===== config.mk =====
export PLATFORM = sky130hd
export DESIGN_NAME = led_trail_pwm
export DESIGN_NICKNAME = d
export VERILOG_FILES = /design/src/rtl/led_trail_pwm.sv
export SDC_FILE = /design/constraint.sdc
export NUM_CORES = 1
export LEC_CHECK = 0
export BUFFER_PORTS_ARGS = -buffer_cell sky130_fd_sc_hd__buf_2
export CORE_ASPECT_RATIO = 0.8
export CORE_MARGIN = 2
export CORE_UTILIZATION = 46
export CTS_CLUSTER_DIAMETER = 60
export DETAILED_ROUTE_END_ITERATION = 8
export SKIP_CTS_REPAIR_TIMING = 1
export SYNTH_ARGS = -nofsm -noshare
export SYNTH_HDL_FRONTEND = slang
export SYNTH_SLANG_ARGS = --single-unit

===== constraint.sdc =====
create_clock -name clk -period 14.05 [get_ports clk]
set_clock_uncertainty 0.1 [all_clocks]
set_input_delay 2.1075 -clock clk [delete_from_list [all_inputs] [get_ports clk]]
set_output_delay 2.1075 -clock clk [all_outputs]
set_load 0.03 [all_outputs]

===== src/rtl/led_trail_pwm.sv =====
// Trail/PWM output stage for the rotating 16-LED light.
// Lit LEDs jump to full brightness, then fade out linearly via per-LED PWM.
module led_trail_pwm #(
    parameter int PWM_BITS   = 8,
    parameter int DECAY_DIV  = 250000,
    parameter int DECAY_STEP = 16
) (
    input  logic        clk,
    input  logic        rst,
    input  logic        trail_en,
    input  logic [15:0] led_in,
    output logic [15:0] led_out,
    output logic        decay_tk
);

    localparam int DW = $clog2(DECAY_DIV);
    localparam logic [PWM_BITS-1:0] MAX  = '1;
    localparam logic [PWM_BITS-1:0] STEP = PWM_BITS'(DECAY_STEP);
    localparam logic [DW-1:0] DEC_LAST   = DW'(DECAY_DIV - 1);

    logic [15:0]         led_q;
    logic [PWM_BITS-1:0] pwm_cnt;
    logic [DW-1:0]       dec_cnt;
    logic [PWM_BITS-1:0] level     [16];
    logic [PWM_BITS-1:0] level_nxt [16];
    logic [15:0]         out_nxt;
    logic                decay_now;

    assign decay_now = (dec_cnt == DEC_LAST);

    // Refresh outranks decay; decay saturates at zero.
    always_comb begin
        for (int i = 0; i < 16; i++) begin
            level_nxt[i] = level[i];
            if (!trail_en) begin
                level_nxt[i] = '0;
            end else if (led_q[i]) begin
                level_nxt[i] = MAX;
            end else if (decay_now) begin
                level_nxt[i] = (level[i] >= STEP) ? level[i] - STEP : '0;
            end
            out_nxt[i] = trail_en ? ((level[i] == MAX) || (level[i] > pwm_cnt))
                                  : led_q[i];
        end
    end

    always_ff @(posedge clk or posedge rst) begin
        if (rst) begin
            led_q    <= '0;
            pwm_cnt  <= '0;
            dec_cnt  <= '0;
            led_out  <= '0;
            decay_tk <= 1'b0;
            for (int i = 0; i < 16; i++) begin
                level[i] <= '0;
            end
        end else begin
            led_q    <= led_in;
            pwm_cnt  <= pwm_cnt + PWM_BITS'(1);
            dec_cnt  <= decay_now ? '0 : dec_cnt + DW'(1);
            decay_tk <= decay_now;
            led_out  <= out_nxt;
            for (int i = 0; i < 16; i++) begin
                level[i] <= level_nxt[i];
            end
        end
    end

endmodule


[Word-level counts from Yosys, hierarchy flattened]
Index checks and enable logic that the tools add are counted.
Word-level totals
  memory bits (read-only): 0
  bits in latches: 0
  output and inout port bits: 17
  input port bits: 19
  memories kept: 0
  register bits after elaboration: 187
  logic and storage cells: 201
  bits in writable memories: 0
Operators by class
  bitwise gates (word level): 0
  muxes and demuxes: 81
  $mul: 0
  divide/modulo/power cells: 0
  reduce and logical (&&, ||, !) cells: 16
  $add $sub $neg: 18
  equality and inequality tests: 33
  shift operators: 0
  $lt $le $gt $ge: 32
Operators by type and width (count)
  8-bit two-way mux: 64
  8-bit equality test, second input constant: 16
  8-bit by 5-bit >= comparator with 1-bit output, second input constant: 16
  8-bit > comparator: 16
  8-bit by 5-bit subtractor with 8-bit output, second input constant: 16
  3-bit by 1-bit inequality test with 1-bit output, second input constant: 16
  18-bit by 1-bit adder with 18-bit output, second input constant: 1
  18-bit equality test, second input constant: 1
  18-bit two-way mux: 1
  1-bit logical OR: 16
  1-bit two-way mux: 16
  8-bit by 1-bit adder with 8-bit output, second input constant: 1

[Logic depth before layout (Yosys ltp)]
  depth in word-level cells: 5
  gate-level depth with buffers: 7
  mapped depth without buffers: 6

[Least setup slack after synthesis]
No wires, ideal clock.
  path type: input -> register
  start: input port trail_en
  end: register led_out[0]
  data required time: 13.800 ns
  cell stages on the path: 4
  path slack: 10.825 ns
  setup time: 0.150 ns
  arrival time: 2.975 ns
  path through: clkbuf_1 -> clkbuf_1 -> clkbuf_1 -> a41oi_1
Between the ends
  word-level cells in the longest chain between the ends: 1
RTL lines
  from (decl): RTL line 10  | input logic trail_en,
  1-bit two-way mux: RTL line 42  | out_nxt[i] = trail_en ? ((level[i] == MAX) || (level[i] > pwm_cnt))
  named net out_nxt[0]: RTL line 26  | logic [15:0] out_nxt;
  to (signal assigned): RTL line 62  | led_out <= out_nxt;
  to (decl): RTL line 12  | output logic [15:0] led_out,
The timed path passes the listed nets, and every way through them passes these cells.
A chain may end at the register's enable or synchronous reset.

[Worst setup path in the final report]
  start: input port trail_en
  end: register level[70] (netlist bit)
Between the ends
  word-level cells in the longest chain between the ends: 1
  elaborated cells between the ends (all ways): 2
RTL lines
  3-bit by 1-bit inequality test with 1-bit output (no source line) or 8-bit two-way mux (tied branches)
  to (signal, indexed assignment): RTL line 64  | level[i] <= level_nxt[i];
  to (decl): RTL line 24  | logic [PWM_BITS-1:0] level [16];
Several ways; a longest one is shown, not always the timed one.

==> metrics.sh <==
STATUS='finished, final reports clean'
NUMBER_OF_BUFFERS_INSERTED_DURING_CLOCK_TREE_SYNTHESIS=17
DRT_PRE_ANTENNA_ITERS=4
CRITICAL_PATH_CELL_LIST='buf_4 > buf_4 > inv_1 > a221oi_2'
CTS_TREE='yes'
YS_SEQ_AREA_SHARE_PCT=33.8
SYNTH-ASYNC-RESET-RATIO_PCT=100
DR.FIRST_ITER.DRC_COUNT=556
WP_DATA_REQUIRED_PS=14290
MAX_STAGE_DELAY_PS=840
ANTENNA_CELLS_INSERTED=0
TIMING.SETUP.CRITICAL_PATH_CLASS='primary input to flop'
SYNTH.MOST_COMMON_CELL='sky130_fd_sc_hd__ha_1'
CLOCK_LATENCY_LATE_SINK_PS=430
SYNTH_COMMONEST_CELLS='sky130_fd_sc_hd__ha_1 (178), sky130_fd_sc_hd__dfrtp_1 (139), sky130_fd_sc_hd__inv_1 (80)'
SYNTH_ENABLE_FLOP_CELLS=0
POSTSYNTHREGISTERBITS=139
CRITICAL-PATH-TOP-DELAY-FAMILY='buffers and inverters'
WORST_IR_DROP_VDD_mV=0.0821
GRT_SETUP_UNREPAIRED='no'
MAX_SLEW_MARGIN_PCT=26.5
ANTENNA_VIOLATIONS_BEFORE_REPAIR=0
NETLIST.TOP_CELL.BY_AREA='sky130_fd_sc_hd__dfrtp_1'
MIN_PERIOD_OVER_PERIOD_PCT=25.2
HOLD_WS_PS=379
GP_CONGESTION=0.783
CLK_TRANSITION_REPORTED_PATHS_PS=60
GRT_PASS1_VIAS=8405
SETUP_VIOLATORS_FINAL=0
DETAIL-ROUTE-ANTENNA-NETS=0
WORST_PATH_BUFS_INVS=3
DIE_WIDTH_UM=171
DRIVE_ABOVE_1_SHARE_PCT=7.58
STATIC-LEAKAGE-POWER_uW=0.00490
YOSYSTOPAREACELLSHARE_PCT=33.8
CTS-ROOT-BUF='sky130_fd_sc_hd__clkbuf_16'
YOSYSWARNINGS=0
MIN-DELAY-PATH-CLASS='flop to flop'
FINAL_NETS=1305
INITIAL_UTILIZATION_PCT=47.3
YOSYSUNIQUECELLTYPES=55
BOUNDARYPINS=36
SYNTH_CELLS=1092
POSTSYNTH.TOPFLOPCELL='sky130_fd_sc_hd__dfrtp_1'
DRC_ERRORS=0
CP-END-KIND='flop'
WORSTPATHARRIVAL_PS=3770
SYNTHESIS.AREA_SQ_UM=10300
POSTROUTEWIRELENGTH_MM=26.4
CRITICAL-PATH-TOP-CELL-BY-COUNT='sky130_fd_sc_hd__buf_4'
FMAX_MHz=283
PWR_DENSITY_CELL_nW_PER_UM2=95.6
FIN_UTIL_PCT=51.9
DRT-WIRELENGTH-PER-CELL_UM=18.6
GRT_OVERFLOW=0
FLOW.AREA_GROWTH_FROM_SYNTHESIS_PCT=9.69
WORSTMARGINPINSLEW_PS=1100
DIE_H_UM=138
STARTPOINT_TYPE='primary input'
SYN_NETS=1289
GLOBALROUTETOTALUTIL_PCT=24.0
CRITICAL_PATH.MAX_FANOUT=95
VIA_COUNT=8589
TIMING.FINAL.HOLD_VIOLATIONS=0
DP_HPWL_MM=15.7
ROWS=48
POST_SYNTH.CELL_AREA_AVG_SQ_UM=9.43
SYNTH_AREA_LEADERS='sky130_fd_sc_hd__dfrtp_1 (34%), sky130_fd_sc_hd__ha_1 (22%), sky130_fd_sc_hd__a21oi_1 (3.3%), sky130_fd_sc_hd__o31a_1 (3.2%), sky130_fd_sc_hd__nand4_1 (3.1%)'
TIMING.FINAL.MAX_SLEW_VIOLATIONS=0
CRIT_SLOWEST_CELL='sky130_fd_sc_hd__buf_4'
GRT_FIRST_PASS_WIRELENGTH_MM=44.4
CAP_VIOL_MAX_COUNT=0
FP.DIEAREA_SQ_UM=23600
VIAS_PER_CELL=6.04
FINALCRITICALPERIOD_PS=3540
PORT-BUFFER-COUNT=35
CORE_SQ_UM=21700
FIN_SETUP_TNS_PS=0
CTS.SINKS=139
LEVEL_COUNT_OF_THE_CLOCK_H_TREE=4
CLOCKBUFFERDEPTH=2
GRT_START_MAX_NET_PINS=96
report_power, final:
group          internal, uW  switching [uW]  leakage (uW)  total (uW)
Sequential              424            36.5       0.00171         460
Combinational          69.7            91.9       0.00290         162
Clock                   267             190      0.000284         457
Total                   760             318       0.00490        1080
metal layers:
| layer | track usage, % | routed length (um) | up-vias |
|---|---|---|---|
| li1 | - | - | 4177 |
| met1 | 34.0 | 13100 | 4168 |
| met2 | 37.6 | 11800 | 218 |
| met3 | 4.68 | 1250 | 26 |
| met4 | 6.17 | 285 | 0 |
| met5 | 0 | 0 | - |
worst paths after layout:
| path | slack (ps) | depth (start not counted) | end | start |
|---|---|---|---|---|
| min in group asynchronous | 1670 | 2 | led_q[12]$_DFF_PP0_ | rst |
| max in group asynchronous | 10670 | 3 | led_out[5]$_DFF_PP0_ | rst |
| worst max register to register | 10610 | 6 | level[95]$_DFFE_PP0P_ | dec_cnt[13]$_DFF_PP0_ |
| worst min register to register | 380 | 1 | dec_cnt[17]$_DFF_PP0_ | dec_cnt[17]$_DFF_PP0_ |
| worst min-delay path | 380 | 1 | dec_cnt[17]$_DFF_PP0_ | dec_cnt[17]$_DFF_PP0_ |
| worst max-delay path | 10510 | 4 | level[70]$_DFFE_PP0P_ | trail_en |
area by class of cell:
cell class	count	area, sq um
clock buffer	19	443
clock inverter	13	139
fill	2068	10500
inverter	80	305
multi-input combinational	828	6320
sequential	139	3480
tap	300	375
timing repair buffer	42	230
flip-flops by register name, summed over array words and instances, names as in the netlist:
| signal | flops |
|---|---|
| level | 80 |
| dec_cnt | 18 |
| led_out | 16 |
| led_q | 16 |
| pwm_cnt | 8 |
| decay_tk | 1 |
layout by cell type, fill, tap and decap left out, drive strengths merged, types with 3 or more instances in the layout:
| cell | instances |
|---|---|
| ha | 178 |
| dfrtp | 139 |
| inv | 84 |
| a21oi | 67 |
| nor2 | 62 |
| o21ai | 54 |
| nand4 | 51 |
| buf | 42 |
| a31oi | 41 |
| nor4 | 39 |
| o31a | 38 |
| nand2 | 37 |
| nand2b | 34 |
| nor2b | 26 |
| nor3 | 21 |
| o311a | 20 |
| clkbuf | 19 |
| o211ai | 17 |
| nand3 | 16 |
| a21o | 16 |
| a41oi | 16 |
| o21a | 13 |
| xnor2 | 11 |
| o2111ai | 8 |
| o31ai | 7 |
| xor2 | 7 |
| and3 | 6 |
| or4 | 5 |
| clkinv | 5 |
| a21boi | 4 |
| nor4b | 4 |
| a221oi | 3 |
| or3 | 3 |
| o21bai | 3 |
| o221ai | 3 |
cells by family after synthesis:
kind of cell             count (synthesis)  synth area share (%)
AO/OA/AOI/OAI                          318                  21.3
AND/OR/NAND/NOR                        312                  16.6
adder cells (fa/ha/maj)                178                  21.6
flip-flops                             139                  33.8
buffers and inverters                  125                  4.86
XOR/XNOR                                18                  1.53
multiplexers                             2                 0.195
through the flow:
stage,setup WS [ps],cell area (sq um),std cells,total power [uW]
finish,10510,11300,1421,1080
global route,10360,11300,1421,1140
floorplan,8120,10300,1092,583
CTS,10520,11300,1421,1090
global placement,10110,10700,1389,624
detailed placement,10070,10700,1389,627
(Power assumes the default switching activity.)
